<file path="src/rtl/pf_pkg.sv">
// Shared types and helpers for the streaming peak finder: FSM states, record
// widths, the sentinel index and the IEEE-754 ordering key.
package pf_pkg;

    localparam int PF_DATA_W = 32;
    localparam int PF_IDX_W  = 13;
    localparam int PF_REC_W  = PF_IDX_W + PF_DATA_W + 1;

    // Index field of the record emitted when a frame produced no accepted hits
    localparam logic [PF_IDX_W-1:0] SENTINEL_IDX = '1;

    typedef enum logic [1:0] {
        ST_IDLE,
        ST_RUN,
        ST_FLUSH,
        ST_DONE
    } pf_state_e;

    // Maps an IEEE-754 single to an unsigned key whose integer order is the
    // float order (with -0 < +0); NaNs simply land at the extremes.
    function automatic logic [31:0] fp_key(input logic [31:0] x);
        return x[31] ? ~x : (x | 32'h8000_0000);
    endfunction

    function automatic logic fp_gt(input logic [31:0] a, input logic [31:0] b);
        return fp_key(a) > fp_key(b);
    endfunction

    function automatic logic fp_lt(input logic [31:0] a, input logic [31:0] b);
        return fp_key(a) < fp_key(b);
    endfunction

endpackage

</file>
<file path="src/rtl/pf_record_fifo.sv">
// Small synchronous FIFO for output records; push and pop may coincide.
module pf_record_fifo #(
    parameter int DEPTH = 4,
    parameter int WIDTH = 46
) (
    input  logic             clk,
    input  logic             rst_n,
    input  logic             push,
    input  logic [WIDTH-1:0] din,
    input  logic             pop,
    output logic [WIDTH-1:0] dout,
    output logic             full,
    output logic             empty
);
    localparam int AW = $clog2(DEPTH);

    logic [WIDTH-1:0] mem [DEPTH];
    logic [AW:0]      wr_ptr, rd_ptr;
    logic             wr_en, rd_en;

    assign wr_en = push && !full;
    assign rd_en = pop && !empty;
    assign empty = (wr_ptr == rd_ptr);
    assign full  = (wr_ptr[AW] != rd_ptr[AW]) && (wr_ptr[AW-1:0] == rd_ptr[AW-1:0]);
    assign dout  = mem[rd_ptr[AW-1:0]];

    // NOTE: sequential state uses non-blocking assignments so every flop samples pre-edge values.
    always_ff @(posedge clk) begin
        if (!rst_n) begin
            wr_ptr <= '0;
            rd_ptr <= '0;
        end else begin
            if (wr_en) wr_ptr <= wr_ptr + 1'b1;
            if (rd_en) rd_ptr <= rd_ptr + 1'b1;
        end
    end

    // NOTE: storage is not reset; the pointers alone define which entries are valid.
    always_ff @(posedge clk) begin
        if (wr_en) mem[wr_ptr[AW-1:0]] <= din;
    end

endmodule

</file>
<file path="src/rtl/peak_finder_stream.sv">
// Streaming local-extremum detector: tests each sample in place against its
// neighbours, a threshold and periodic index windows, and emits {index, value}.
module peak_finder_stream
    import pf_pkg::*;
#(
    parameter int DATA_W     = PF_DATA_W,
    parameter int IDX_W      = PF_IDX_W,
    parameter int FRAME_LEN  = 8192,
    parameter int WIN_START  = 899,
    parameter int WIN_LEN    = 6,
    parameter int WIN_STRIDE = 53,
    parameter int MAX_PEAKS  = 35,
    parameter int FIFO_DEPTH = 4
) (
    input  logic                    clk,
    input  logic                    rst_n,
    input  logic                    start,
    input  logic                    mode,
    input  logic [DATA_W-1:0]       threshold,
    input  logic                    s_axis_tvalid,
    output logic                    s_axis_tready,
    input  logic [DATA_W-1:0]       s_axis_tdata,
    input  logic                    s_axis_tlast,
    output logic                    m_axis_tvalid,
    input  logic                    m_axis_tready,
    output logic [IDX_W+DATA_W-1:0] m_axis_tdata,
    output logic                    m_axis_tlast,
    output logic                    busy,
    output logic                    done,
    output logic [IDX_W-1:0]        peak_count,
    output logic                    overflow
);
    localparam int REC_W = IDX_W + DATA_W + 1;
    localparam logic [IDX_W-1:0] LAST_IDX    = IDX_W'(FRAME_LEN - 1);
    localparam logic [IDX_W-1:0] WIN_START_I = IDX_W'(WIN_START);
    localparam logic [IDX_W-1:0] WIN_LEN_I   = IDX_W'(WIN_LEN);
    localparam logic [IDX_W-1:0] STRIDE_LAST = IDX_W'(WIN_STRIDE - 1);
    localparam logic [IDX_W-1:0] MAX_PEAKS_I = IDX_W'(MAX_PEAKS);

    pf_state_e state, state_nx;

    logic              mode_q;
    logic [DATA_W-1:0] thr_q;
    logic [DATA_W-1:0] prev_q, curr_q;
    logic [IDX_W-1:0]  idx_q;          // index of the next sample to be accepted
    logic              win_on_q;       // candidate (idx_q-1) has reached WIN_START
    logic [IDX_W-1:0]  phase_q;        // (candidate - WIN_START) mod WIN_STRIDE
    logic              hold_valid_q;
    logic [IDX_W-1:0]  hold_idx_q;
    logic [DATA_W-1:0] hold_val_q;
    logic              final_pushed_q;
    logic [IDX_W-1:0]  peak_count_q;
    logic              overflow_q;

    logic              s_fire, m_fire, frame_end;
    logic              cand_ok, extreme, hit, keep, flush_push;
    logic              fifo_push, fifo_full, fifo_empty;
    logic [REC_W-1:0]  fifo_din, fifo_dout;

    assign s_axis_tready = (state == ST_RUN) && !fifo_full;
    assign s_fire        = s_axis_tvalid && s_axis_tready;
    assign m_fire        = m_axis_tvalid && m_axis_tready;
    assign frame_end     = s_fire && (s_axis_tlast || idx_q == LAST_IDX);

    // The incoming sample is the right-hand neighbour of candidate idx_q-1.
    assign cand_ok = (idx_q >= IDX_W'(2)) && win_on_q && (phase_q < WIN_LEN_I);
    assign extreme = mode_q
        ? (fp_lt(curr_q, prev_q) && fp_lt(curr_q, s_axis_tdata) && fp_lt(curr_q, thr_q))
        : (fp_gt(curr_q, prev_q) && fp_gt(curr_q, s_axis_tdata) && fp_gt(curr_q, thr_q));
    assign hit        = s_fire && cand_ok && extreme;
    assign keep       = hit && (peak_count_q < MAX_PEAKS_I);
    assign flush_push = (state == ST_FLUSH) && !final_pushed_q && !fifo_full;

    // NOTE: every signal written here gets a default first so no latch is inferred.
    always_comb begin
        fifo_push = 1'b0;
        fifo_din  = '0;
        if (flush_push) begin
            fifo_push = 1'b1;
            fifo_din  = hold_valid_q ? {hold_idx_q, hold_val_q, 1'b1}
                                     : {IDX_W'(SENTINEL_IDX), {DATA_W{1'b0}}, 1'b1};
        end else if (keep && hold_valid_q) begin
            fifo_push = 1'b1;
            fifo_din  = {hold_idx_q, hold_val_q, 1'b0};
        end
    end

    always_comb begin
        state_nx = state;
        unique case (state)
            ST_IDLE:  if (start) state_nx = ST_RUN;
            ST_RUN:   if (frame_end) state_nx = ST_FLUSH;
            ST_FLUSH: if (m_fire && m_axis_tlast) state_nx = ST_DONE;
            ST_DONE:  state_nx = ST_IDLE;
        endcase
    end

    always_ff @(posedge clk) begin
        if (!rst_n) begin
            state          <= ST_IDLE;
            mode_q         <= 1'b0;
            thr_q          <= '0;
            prev_q         <= '0;
            curr_q         <= '0;
            idx_q          <= '0;
            win_on_q       <= 1'b0;
            phase_q        <= '0;
            hold_valid_q   <= 1'b0;
            hold_idx_q     <= '0;
            hold_val_q     <= '0;
            final_pushed_q <= 1'b0;
            peak_count_q   <= '0;
            overflow_q     <= 1'b0;
        end else begin
            state <= state_nx;

            if (state == ST_IDLE && start) begin
                mode_q         <= mode;
                thr_q          <= threshold;
                idx_q          <= '0;
                win_on_q       <= 1'b0;
                phase_q        <= '0;
                hold_valid_q   <= 1'b0;
                final_pushed_q <= 1'b0;
                peak_count_q   <= '0;
                overflow_q     <= 1'b0;
            end

            if (s_fire) begin
                prev_q   <= curr_q;
                curr_q   <= s_axis_tdata;
                idx_q    <= idx_q + IDX_W'(1);
                // The sample just accepted becomes the next candidate.
                win_on_q <= win_on_q || (idx_q == WIN_START_I);
                if (idx_q == WIN_START_I)
                    phase_q <= '0;
                else if (win_on_q)
                    phase_q <= (phase_q == STRIDE_LAST) ? '0 : phase_q + IDX_W'(1);
            end

            if (hit && peak_count_q != '1) peak_count_q <= peak_count_q + IDX_W'(1);
            if (hit && !keep)              overflow_q   <= 1'b1;

            if (keep) begin
                hold_valid_q <= 1'b1;
                hold_idx_q   <= idx_q - IDX_W'(1);
                hold_val_q   <= curr_q;
            end

            if (flush_push) final_pushed_q <= 1'b1;
        end
    end

    pf_record_fifo #(
        .DEPTH (FIFO_DEPTH),
        .WIDTH (REC_W)
    ) u_fifo (
        .clk   (clk),
        .rst_n (rst_n),
        .push  (fifo_push),
        .din   (fifo_din),
        .pop   (m_fire),
        .dout  (fifo_dout),
        .full  (fifo_full),
        .empty (fifo_empty)
    );

    assign m_axis_tvalid = !fifo_empty;
    assign m_axis_tdata  = fifo_empty ? '0 : fifo_dout[REC_W-1:1];
    assign m_axis_tlast  = !fifo_empty && fifo_dout[0];
    assign busy          = (state != ST_IDLE);
    assign done          = (state == ST_DONE);
    assign peak_count    = peak_count_q;
    assign overflow      = overflow_q;

endmodule
</file>
<file path="config.mk">
export PLATFORM = sky130hd
export DESIGN_NAME = peak_finder_stream
export DESIGN_NICKNAME = d
export VERILOG_FILES = /design/src/rtl/pf_pkg.sv /design/src/rtl/pf_record_fifo.sv /design/src/rtl/peak_finder_stream.sv
export SDC_FILE = /design/constraint.sdc
export NUM_CORES = 1
export LEC_CHECK = 0
export ABC_AREA = 1
export CAP_MARGIN = 0
export CORE_MARGIN = 4
export CORE_UTILIZATION = 35
export CTS_CLUSTER_DIAMETER = 50
export DETAILED_ROUTE_END_ITERATION = 16
export GPL_TIMING_DRIVEN = 0
export SYNTH_ARGS = -nofsm -noshare
export SYNTH_HDL_FRONTEND = slang
export SYNTH_SLANG_ARGS = --single-unit
</file>
<file path="constraint.sdc">
create_clock -name clk -period 7 [get_ports clk]
set_input_delay 1.05 -clock clk [delete_from_list [all_inputs] [get_ports clk]]
set_output_delay 1.05 -clock clk [all_outputs]
set_load 0.01 [all_outputs]
</file>
# Yosys cells after proc, flatten, opt, wreduce, memory -nomap -nowiden

Memories as Yosys holds them, arrays and structs flattened. A register that Yosys moved wholly into a read port is not among the register bits.
Cells that the tools add are included.

Add/sub/neg operators: 6
Order comparisons: 9
Equal/unequal tests: 13
Muxes and demuxes: 32
Bitwise logic cells: 4
Reduce and logical (&&, ||, !) cells: 38

Operators by type and width:

| operator                                                                              | count |
|---|---|
| 46-bit two-way mux                                                                    | 3 |
| 32-bit two-way mux                                                                    | 4 |
| 32-bit inverter                                                                       | 4 |
| 13-bit two-way mux                                                                    | 8 |
| 32-bit greater-than comparator                                                        | 3 |
| 32-bit < comparator                                                                   | 3 |
| 45-bit two-way mux                                                                    | 1 |
| 13-bit by 1-bit adder with 13-bit output (second input constant)                      | 3 |
| 1-bit logical AND                                                                     | 24 |
| 13-bit by 10-bit equality test with 1-bit output (second input constant)              | 1 |
| 13-bit equality test (second input constant)                                          | 1 |
| 13-bit by 6-bit equality test with 1-bit output (second input constant)               | 1 |
| 13-bit by 2-bit greater-or-equal comparator with 1-bit output (second input constant) | 1 |
| 13-bit by 3-bit < comparator with 1-bit output (second input constant)                | 1 |
| 13-bit by 6-bit < comparator with 1-bit output (second input constant)                | 1 |
| 13-bit != test (second input constant)                                                | 1 |
| 13-bit by 1-bit subtractor with 13-bit output (second input constant)                 | 1 |
| 2-bit nonzero test                                                                    | 6 |
| 1-bit two-way mux                                                                     | 10 |
| 2-bit two-way mux                                                                     | 5 |
| 2-bit case mux with 4 select lines                                                    | 1 |
| 3-bit by 1-bit adder with 3-bit output (second input constant)                        | 2 |
| 2-bit equality test (second input constant)                                           | 2 |
| 1-bit logical NOT                                                                     | 4 |
| other kinds (9)                                                                       | 11 |

Register bits: 193
Memory bits (writable): 184
Logic and storage cells: 119
Memories kept: 1

Memories:

| memory     | depth | width | rd ports | clocked after Yosys merged registers in | write ports | RTL line             | text |
|---|---|---|---|---|---|---|---|
| u_fifo.mem | 4     | 46    | 1        | 1                                       | 1           | pf_record_fifo.sv:17 | `logic [WIDTH-1:0] mem [DEPTH];` |

# Depth between registers and ports, before layout

Gate-level depths: netlist of run 1.

Depth after elaboration: 14
Mapped depth: 24

# Modules after synthesis

Synthesis of run 1 repeated with hierarchy kept, for this count alone.

Cells, all modules: 2,220
Area, all modules: 19,143.4 sq um

Modules (own cells, without submodules):

| module             | instances | cells an instance | area an instance (sq um) | seq. area each (sq um) |
|---|---|---|---|---|
| peak_finder_stream | 1         | 1,701             | 11,851.4                 | 3,743.6 |
| pf_record_fifo     | 1         | 519               | 7,292.0                  | 5,685.5 |

# Worst setup path before layout of run 1

Ideal clock, no wire load.

Kind: input port to flip-flop
Start point: in s_axis_tdata[31]
End point: mem u_fifo.mem[0][0] (enable)
Setup time: 450 ps
Data arrival time: 5,382 ps
Required time: 6,550 ps
Path slack: 1,168 ps
Stages on the path: 18
Buffers on the path: 3
Cells stage by stage: clkbuf_1 > buf_1 > xnor2_1 > ha_1 > nand2_1 > inv_1 > o21ai_0 > nand2_1 > a21oi_1 > nand2_1 > a21oi_1 > nand3_1 > nand2_1 > nand4_4 > nand2_4 > nand2_2 > buf_6 > nor2_1

Word-level cells in the longest chain between the ends: 14
Elaborated cells on any way between the ends: 17

Ends and longest elaborated chain:

| element                                                               | RTL line                                           | text |
|---|---|---|
| start: declaration                                                    | peak_finder_stream.sv:22                           | `input logic [DATA_W-1:0] s_axis_tdata,` |
| 32-bit inverter                                                       | pf_pkg.sv:22                                       | `return x[31] ? ~x : (x \| 32'h8000_0000);` |
| 32-bit two-way mux *                                                  | pf_pkg.sv:22                                       |  |
| 32-bit greater-than comparator or 32-bit < comparator (tied branches) | pf_pkg.sv:26, pf_pkg.sv:30                         |  |
| 1-bit logical AND, on equally long branches (2 in series)             | peak_finder_stream.sv:69, peak_finder_stream.sv:68 |  |
| 1-bit two-way mux *                                                   | peak_finder_stream.sv:68                           | `? (fp_lt(curr_q, prev_q) && fp_lt(curr_q, s_axis_tdata) && fp_lt(curr_q, thr_q))` |
| 1-bit logical AND *                                                   | peak_finder_stream.sv:70                           | `assign hit = s_fire && cand_ok && extreme;` |
| 1-bit logical AND *                                                   | peak_finder_stream.sv:71                           | `assign keep = hit && (peak_count_q < MAX_PEAKS_I);` |
| 1-bit logical AND *                                                   | peak_finder_stream.sv:82                           | `end else if (keep && hold_valid_q) begin` |
| 1-bit two-way mux *                                                   | peak_finder_stream.sv:82                           |  |
| 1-bit two-way mux *                                                   | peak_finder_stream.sv:78                           | `if (flush_push) begin` |
| 1-bit logical AND *                                                   | pf_record_fifo.sv:21                               | `assign wr_en = push && !full;` |
| 1-bit two-way mux *                                                   | pf_record_fifo.sv:40                               | `if (wr_en) mem[wr_ptr[AW-1:0]] <= din;` |
| 1-bit two-way mux (not written as such) *                             | pf_record_fifo.sv:40                               |  |
| end: declaration                                                      | pf_record_fifo.sv:17                               |  |

Every way passes the cells marked *; elsewhere a longest branch is shown, timed or not.

# Worst setup path after layout of run 1

Start point: in s_axis_tdata[31]
End point: mem u_fifo.mem[2][16] (enable)

The elaborated chain is that of the path after synthesis.

==> flow_summary.json, run 1 <==
{
  "status": "complete, no violations",
  "reg2regPathDepth": 17,
  "drive_gt1_share_pct": 5.19,
  "cts_max_path_buffers": 3,
  "final_cell_area_sq_um": 23200,
  "gp_congestion": 0.897,
  "power_density_nw_per_um2": 302,
  "ys_types": 50,
  "routed_via_density": 4.93,
  "seq_area_sq_um": 9430,
  "grt_pass1_wl_um": 83100,
  "hold_class": "reg2reg",
  "postCtsSetupRepairBufs": 0,
  "worst_pin_slew_ns": 0.887,
  "finalSetupTns_ns": 0,
  "slew_violations": 0,
  "final.setup_skew_ns": 0.0230,
  "grt_use_total_pct": 17.5,
  "wl_per_cell_um": 16.6,
  "dieWidth_um": 242,
  "power.switching_uw": 2310,
  "finalWirelength_um": 52300,
  "min_path_cells": 2,
  "multi_input_area_sq_um": 8540,
  "power_frac_clock_pct": 34.6,
  "p_int_uw": 4670,
  "clkSlewWorstSetupHoldPaths_ns": 0.06,
  "start_util_pct": 35.5,
  "num_antenna_cells": 0,
  "fill_cells": 5245,
  "reg2reg_setup_slack_ns": 1.79,
  "rows": 85,
  "hold_end": "hold_val_q[24]",
  "grt_overflow_total": 0,
  "detail-route-antenna-nets": 0,
  "crit_arrival_ns": 5.83,
  "die_area_sq_um": 58600,
  "reg2reg_from": "curr_q[31]",
  "fin_cells": 3145,
  "postLayoutSetupSlackWorst_ns": 1.44,
  "clock_sinks": 379,
  "ys_ff_latch": 379,
  "seq_area_frac_synth_pct": 49.2,
  "core_sq_um": 54000,
  "htree_levels": 2,
  "syn_nets": 2407,
  "io_buffers": 133,
  "vdd_ir_drop_max_mv": 0.157,
  "cts.root.buffer_cell": "clkbuf_16",
  "cts_tree": "done",
  "finalHoldViolations": 0,
  "cts_hold_buf": 0,
  "async_reset_ff_share_pct": 0,
  "synth_top_flop_cell": "dfxtp_1",
  "dp_slack_ns": 0.832,
  "required_ns": 7.27,
  "area_growth_pct": 20.8,
  "total_power_uw": 6990,
  "rsz0062_at_grt": "no",
  "hold_start": "hold_val_q[24]",
  "timing.final.crit_share_pct": 79.4,
  "comb_power_share_pct": 29.4,
  "drt_iter0_markers": 1047,
  "nets": 2595,
  "sw_frac_of_total_pct": 33.1,
  "start_kind": "primary input",
  "synth_edf_count": 184,
  "first_global_vias": 15403,
  "max_cap_violations": 0,
  "clk_latency_ns": 0.58,
  "setup_violations": 0,
  "dpl_cell_area_sq_um": 21600,
  "p_leak_uw": 0.00894,
  "avgSynthCellArea_sq_um": 8.62,
  "layout_min_cycle_time_ns": 5.56,
  "num_vias": 15518,
  "endpoint_kind": "flop",
  "cts_repair_resize_count": 0,
  "seqPwrFrac_pct": 36.0,
  "drc": 0,
  "timing.fmax_mhz": 180,
  "dr.pass1.iters": 5,
  "grt_max_degree": 27,
  "yosysWarnings": 0,
  "path_max_fanout": 26,
  "syn_area_sq_um": 19200,
  "dieHeight_um": 242,
  "numCtsBuffers": 46,
  "antenna_found_initial": 0,
  "io_pins": 135,
  "maxSlewHeadroom_pct": 40.9,
  "dpl.hpwl_um": 39200,
  "critical_path_class": "in2reg",
  "dp_cells": 3060,
  "synthCells": 2224,
  "r2r-end": "u_fifo.mem[2][16]"
}
[synth_stat cells (3+ instances only)]
| cell type | instances | area, sq um |
|---|---|---|
| ha_1 | 112 | 1400 |
| inv_1 | 196 | 736 |
| o32ai_1 | 46 | 403 |
| nor3_1 | 15 | 75.1 |
| nor2_1 | 375 | 1410 |
| buf_2 | 18 | 90.1 |
| nand4_1 | 20 | 125 |
| a21oi_1 | 163 | 816 |
| buf_1 | 18 | 67.6 |
| edfxtp_1 | 184 | 5530 |
| xor2_1 | 50 | 438 |
| a21o_1 | 4 | 30.0 |
| clkbuf_1 | 78 | 293 |
| o21ai_0 | 121 | 606 |
| a211oi_1 | 39 | 293 |
| nand2_1 | 388 | 1460 |
| dfxtp_1 | 195 | 3900 |
| buf_4 | 3 | 22.5 |
| o21a_1 | 5 | 37.5 |
| xnor2_1 | 93 | 815 |
| nor4_1 | 3 | 18.8 |
| nand3_1 | 58 | 290 |
| inv_2 | 3 | 11.3 |
| a221oi_1 | 5 | 43.8 |
[layout make-up]
type	count	share of cell area [%]
Inverter	201	3.26
Timing Repair Buffer	140	6.52
Multi-Input combinational cell	1526	36.9
Clock inverter	20	0.962
Sequential cell	379	40.7
Tap cell	696	3.76
Buffer	118	2.09
Clock buffer	65	5.82
[placed cells by master, fill, tap and decap left out, drive strengths merged, types with 2 or more instances in the layout]
cell / n
buf: 47
and2: 2
nand4: 22
nor2: 377
nand3: 58
dfxtp: 195
a31oi: 2
ha: 112
a21oi: 164
a2111oi: 2
nor3: 15
clkinv: 13
o21bai: 2
clkbuf: 143
nor3b: 2
a21o: 4
clkinvlp: 2
xnor2: 93
clkdlybuf4s50: 133
inv: 203
nand2: 391
a221oi: 5
o21a: 5
o32ai: 46
o21ai: 121
xor2: 50
bufinv: 3
nor4: 3
edfxtp: 184
a211oi: 39
[flip-flops by register name, indices dropped and copies added (netlist names), 2 cells and up, named ones only]
| signal | flops |
|---|---|
| peak_count | 13 |
| u_fifo.wr_ptr | 3 |
| phase_q | 13 |
| idx_q | 13 |
| hold_idx_q | 13 |
| state | 2 |
| hold_val_q | 32 |
| curr_q | 32 |
| u_fifo.mem | 184 |
| thr_q | 32 |
| u_fifo.rd_ptr | 3 |
| prev_q | 32 |
[power groups by stage]
stage / registers [uW] / logic [uW] / clock network, uW
after floorplan: 2530 / 1410 / 0
after CTS: 2510 / 2080 / 2460
after global routing: 2530 / 2360 / 2560
after global placement: 2560 / 2010 / 0
after detailed placement: 2560 / 2070 / 0
final: 2510 / 2060 / 2420
[cell families after synthesis]
group / share of synthesized area [%]
adders and majority gates: 7.31
and+or+nand+nor: 18.3
buffers and inverters: 6.46
AOI/OAI and AO/OA: 12.2
xor gates and xnor gates: 6.53
DFF: 49.2
[worst max path at each step]
stage                                 from                end  slack, ns  cells past startpoint
final                     s_axis_tdata[31]  u_fifo.mem[2][16]       1.44                     18
after global routing      s_axis_tdata[31]  u_fifo.mem[2][15]       1.10                     18
after CTS                 s_axis_tdata[31]  u_fifo.mem[2][16]       1.44                     18
after detailed placement  s_axis_tdata[31]  u_fifo.mem[2][11]       0.83                     18
after global placement    s_axis_tdata[31]  u_fifo.mem[0][16]      -2.05                     17
after floorplan           s_axis_tdata[31]   u_fifo.mem[0][0]       1.17                     18
[metal layers]
metal  GRT usage, %  wire length, um  vias to the layer above
li1               -                -                     7811
met1           23.1            23900                     7259
met2           29.8            24700                      378
met3           2.51             2510                       70
met4           5.40             1290                        0
met5              0                0                        -
[critical path, cell delays in order]
cell and delay, ns:
clkdlybuf4s50_1 0.51, clkbuf_1 0.37, buf_1 0.59, xnor2_1 0.20
ha_1 0.27, a21oi_1 0.14, o21ai_0 0.15, a21oi_1 0.21
nand2_1 0.13, a21oi_1 0.14, nand3_1 0.12, nand2_1 0.24
nand4_4 0.28, nand2_4 0.19, nand2_2 0.13, buf_6 0.19
nor2_4 0.57, buf_12 0.29
[stage by stage]
| step | utilization (%) | hold slack, ns |
|---|---|---|
| finish | 42.9 | 0.466 |
| global route | 42.9 | 0.489 |
| CTS | 42.9 | 0.468 |
| detailed placement | 40.0 | 0.458 |
| global placement | 39.6 | 0.453 |
| floorplan | - | 0.430 |
(Power assumes the default switching activity.)
==> inputs of run 2 (changes only) <==
==> constraint.sdc (replaced) <==
create_clock -name clk -period 4.65 [get_ports clk]
set_input_delay 0.6975 -clock clk [delete_from_list [all_inputs] [get_ports clk]]
set_output_delay 0.6975 -clock clk [all_outputs]
set_load 0.01 [all_outputs]
==> flow_summary.json, run 2 (synthesis results as in run 1) <==
{
  "crit_family": "buffers and inverters",
  "grt_use_total_pct": 17.6,
  "htree_levels": 2,
  "antenna_found_initial": 0,
  "clkSlewWorstSetupHoldPaths_ns": 0.06,
  "final_common_cell": "nand2_1",
  "grt_max_degree": 28,
  "start_kind": "primary input",
  "max_cap_violations": 0,
  "postLayoutSetupSlackWorst_ns": 0.226,
  "path_common_cell": "nand2_1",
  "finalHoldViolations": 0,
  "clock_sinks": 379,
  "total_power_uw": 10500,
  "dp_slack_ns": -1.35,
  "dieHeight_um": 242,
  "routed_via_density": 4.94,
  "critical_path_class": "in2reg",
  "detail-route-antenna-nets": 0,
  "clk_latency_ns": 0.59,
  "finalSetupTns_ns": 0,
  "status": "complete, no violations",
  "drive_gt1_share_pct": 5.79,
  "dr.pass1.iters": 5,
  "crit_chain": "clkdlybuf4s50_1, clkbuf_2, clkbuf_4, xnor2_1, ha_1, nand2_1, inv_1, o21ai_0, nand2_1, a21oi_1, nand2_1, a21oi_1, nand3_1, nand2_1, nand4_4, nand2_4, nand2_2, buf_6, nor2_4, buf_12, buf_12",
  "crit_slowest_cell": "clkdlybuf4s50_1",
  "worst_pin_slew_ns": 0.797,
  "vdd_ir_drop_max_mv": 0.264,
  "drt_iter0_markers": 1166,
  "crit_arrival_ns": 4.70,
  "hold_class": "reg2reg",
  "gp_congestion": 0.874,
  "cts_max_path_buffers": 3,
  "first_global_vias": 15495,
  "dieWidth_um": 242,
  "seq_area_sq_um": 9430,
  "finalWirelength_um": 52900,
  "path_max_fanout": 27,
  "rsz0062_at_grt": "no",
  "rows": 85,
  "io_buffers": 133,
  "final_cell_area_sq_um": 23200,
  "worst-path-buf-inv": 7,
  "power_density_nw_per_um2": 452,
  "setup_violations": 0,
  "p_leak_uw": 0.00896,
  "required_ns": 4.93,
  "timing.fmax_mhz": 226,
  "maxSlewHeadroom_pct": 46.9,
  "grt_pass1_wl_um": 84200,
  "start_util_pct": 35.5,
  "core_sq_um": 54000,
  "largest_register_ffs": 184,
  "multi_input_area_sq_um": 8600,
  "numCtsBuffers": 45,
  "cts_hold_buf": 0,
  "die_area_sq_um": 58600,
  "dpl.hpwl_um": 39200,
  "cts.root.buffer_cell": "clkbuf_16",
  "dpl_cell_area_sq_um": 21500,
  "layout_min_cycle_time_ns": 4.42,
  "io_pins": 135,
  "num_antenna_cells": 0,
  "fill_cells": 5319,
  "grt_overflow_total": 0,
  "area_growth_pct": 21.2,
  "timing.final.crit_share_pct": 95.1,
  "final.setup_skew_ns": 0.0304,
  "endpoint_kind": "flop",
  "wl_per_cell_um": 16.8,
  "cts_tree": "done",
  "slew_violations": 0,
  "slowest_delay_ns": 0.51,
  "final_cell_mix": "nand2_1, nor2_1, inv_1",
  "num_vias": 15546,
  "drc": 0,
  "nets": 2600
}
run 2: per-stage QoR:
step,std cells,utilization [%],hold WS [ns]
global route,3149,43.0,0.488
finish,3149,43.0,0.465
global placement,3053,39.6,0.453
detailed placement,3059,39.9,0.455
floorplan,2224,-,0.430
CTS,3150,42.9,0.465
run 2: worst register-to-register path: stages (launching register included):
cell	delay (ns)
dfxtp_1	0.33
clkbuf_1	0.26
buf_1	0.63
xnor2_1	0.16
ha_1	0.33
a21oi_1	0.15
o21ai_0	0.13
a21oi_1	0.17
nand2_1	0.09
nand2_1	0.08
nand2_1	0.06
inv_1	0.05
nand3_1	0.10
nand2_1	0.24
nand4_4	0.27
nand2_4	0.18
nand2_2	0.13
buf_6	0.21
nor2_4	0.11
buf_12	0.22
buf_12	0.21
run 2: routing by layer:
metal	routed length (um)	GRT usage, %
met2	24800	29.7
met1	24300	23.8
met4	1140	4.88
met3	2690	2.58
met5	0	0
run 2: area by class of cell:
type                    count  area share [%]
plain buffers             117            2.16
clock buffers              59            5.25
clock inverters            24            1.39
inverters                 201            3.25
multi-input cells        1528            37.0
flip-flops and latches    379            40.6
well taps                 696            3.75
repair buffers            145            6.61
run 2: power breakdown:
part | internal, uW | total, uW | switching [uW]
Combinational | 1190 | 3110 | 1920
Clock | 2160 | 3600 | 1440
Sequential | 3650 | 3790 | 136
Total | 7000 | 10500 | 3500
run 2: path summary, 6_finish.rpt:
path                                        from                 to  slack [ns]  cells past startpoint
worst min-delay path              hold_val_q[31]     hold_val_q[31]        0.46                      2
worst max-delay path            s_axis_tdata[31]  u_fifo.mem[0][18]        0.23                     21
worst max register to register        prev_q[31]  u_fifo.mem[0][18]        0.24                     20
worst min register to register    hold_val_q[31]     hold_val_q[31]        0.46                      2
run 2: timing repair:
item | 4_1_cts | 5_1_grt
setup endpoints to repair | 184 | 184
gates resized for setup | 8 | 15
buffers inserted | 6 | 0
cloned | 2 | 0
pin swaps | 3 | 0
==> inputs of run 3 (changes only) <==
--- a/config.mk
+++ b/config.mk
@@ -9,7 +9,6 @@
 export CAP_MARGIN = 0
 export CORE_MARGIN = 4
 export CORE_UTILIZATION = 35
-export CTS_CLUSTER_DIAMETER = 50
 export DETAILED_ROUTE_END_ITERATION = 16
 export GPL_TIMING_DRIVEN = 0
 export SYNTH_ARGS = -nofsm -noshare
==> constraint.sdc (replaced) <==
create_clock -name clk -period 4.91 [get_ports clk]
set_input_delay 0.7365 -clock clk [delete_from_list [all_inputs] [get_ports clk]]
set_output_delay 0.7365 -clock clk [all_outputs]
set_load 0.01 [all_outputs]
==> flow_summary.json, run 3 (synthesis results as in run 1) <==
{
  "status": "complete, no violations",
  "clkSlewWorstSetupHoldPaths_ns": 0.06,
  "drt_iter0_markers": 1056,
  "first_global_vias": 15356,
  "max_cap_violations": 0,
  "p_leak_uw": 0.00893,
  "htree_levels": 2,
  "timing.fmax_mhz": 219,
  "area_growth_pct": 20.5,
  "drive_gt1_share_pct": 5.36,
  "final.setup_skew_ns": 0.0177,
  "vdd_ir_drop_max_mv": 0.233,
  "rows": 85,
  "antenna_found_initial": 0,
  "slowest_delay_ns": 0.43,
  "fill_cells": 5269,
  "nets": 2593,
  "endpoint_kind": "flop",
  "io_pins": 135,
  "grt_use_total_pct": 17.5,
  "hold_ws_ns": 0.466,
  "core_sq_um": 54000,
  "dr.pass1.iters": 7,
  "final_cell_mix": "nand2_1, nor2_1, inv_1",
  "start_util_pct": 35.5,
  "seq_area_sq_um": 9430,
  "largest_register_ffs": 184,
  "detail-route-antenna-nets": 0,
  "wl_met3_um": 2570,
  "path_common_cell": "nand2_1",
  "clock_sinks": 379,
  "clk_latency_ns": 0.56,
  "die_area_sq_um": 58600,
  "rsz0062_at_grt": "no",
  "finalWirelength_um": 52400,
  "slew_violations": 0,
  "start_kind": "flop",
  "maxSlewHeadroom_pct": 39.4,
  "grt_pass1_wl_um": 83100,
  "required_ns": 5.17,
  "worst_pin_slew_ns": 0.908,
  "crit_slowest_cell": "xor2_1",
  "final_common_cell": "nand2_1",
  "io_buffers": 133,
  "multi_input_area_sq_um": 8560,
  "drc": 0,
  "finalSetupTns_ns": 0,
  "setup_violations": 0,
  "grt_max_degree": 27,
  "path_max_fanout": 24,
  "dieWidth_um": 242,
  "grt_overflow_total": 0,
  "num_antenna_cells": 0,
  "top_layer_used": "met4",
  "cts_hold_buf": 0,
  "numCtsBuffers": 41,
  "cts.root.buffer_cell": "clkbuf_16",
  "gp_congestion": 0.897,
  "cts_tree": "done",
  "fin_util_pct": 42.8,
  "num_vias": 15493,
  "crit_arrival_ns": 4.83,
  "finalHoldViolations": 0,
  "hold_class": "reg2reg",
  "wl_per_cell_um": 16.7,
  "power_density_nw_per_um2": 425,
  "layout_min_cycle_time_ns": 4.57,
  "crit_chain": "clkbuf_1, buf_2, xor2_1, ha_1, nand2_1, inv_1, nand3_1, nand3_1, nand2_1, nand2_1, inv_1, nand2_1, a21oi_1, nand3_1, nand2_1, nand4_4, nand2_4, nand2_2, buf_6, nor2_4, buf_12, buf_16",
  "wl_met2_um": 24600,
  "wl_met1_um": 23800,
  "cts_max_path_buffers": 3,
  "dieHeight_um": 242,
  "critical_path_class": "reg2reg",
  "dpl.hpwl_um": 39200,
  "timing.final.crit_share_pct": 93.1,
  "routed_via_density": 4.94
}
run 3: changes by cell type in the layout (fill, tap and decap cells not counted), sizes merged:
cell      previous run  this run
clkinvlp             2         0
buf                 46        47
clkinv              15         8
nor2               379       378
bufinv               5         4
clkbuf             142       144
inv                203       200
run 3: area by class of cell:
type                    count  area share [%]
plain buffers             118            2.16
clock buffers              64            5.58
clock inverters            11           0.785
inverters                 201            3.26
multi-input cells        1527            37.0
flip-flops and latches    379            40.8
well taps                 696            3.77
repair buffers            142            6.59
run 3: worst paths after layout:
kind / slack, ns / start / to / cells past startpoint
worst max-delay path: 0.34 / curr_q[31] / u_fifo.mem[3][16] / 22
worst min-delay path: 0.47 / hold_val_q[24] / hold_val_q[24] / 2
worst max register to register: 0.34 / curr_q[31] / u_fifo.mem[3][16] / 22
worst min register to register: 0.47 / hold_val_q[24] / hold_val_q[24] / 2
run 3: critical path, delay by kind of cell (launching register included):
kind	cells	cell delay, ns
and+or+nand+nor	12	1.55
buffers and inverters	7	1.40
xor gates and xnor gates	1	0.43
adders and majority gates	1	0.33
DFF	1	0.31
AOI/OAI and AO/OA	1	0.20
run 3: layer usage:
layer | up-vias | GRT usage, %
li1 | 7804 | -
met1 | 7220 | 23.1
met2 | 394 | 29.7
met3 | 75 | 2.53
met4 | 0 | 5.46
met5 | - | 0
run 3: where the power goes:
group	switching, uW	internal (uW)
logic	1830	1120
registers	124	3460
clock network	1260	2030
total	3220	6600
run 3: what timing repair did:
action                     4_1_cts  5_1_grt
gates resized for setup          6        8
pin swaps                        3        1
setup buffers                    2        0
cloned                           1        0
setup endpoints to repair      134       92
run 3: per-stage QoR:
step	instance area, sq um	power [uW]	setup WS, ns	instances
2_1_floorplan	19200	5620	-0.608	2224
3_3_place_gp	21400	6520	-3.83	3053
3_5_place_dp	21600	6600	-0.945	3060
4_1_cts	23100	9920	0.134	3138
5_1_grt	23100	10500	0.00386	3138
6_report	23100	9820	0.341	3138
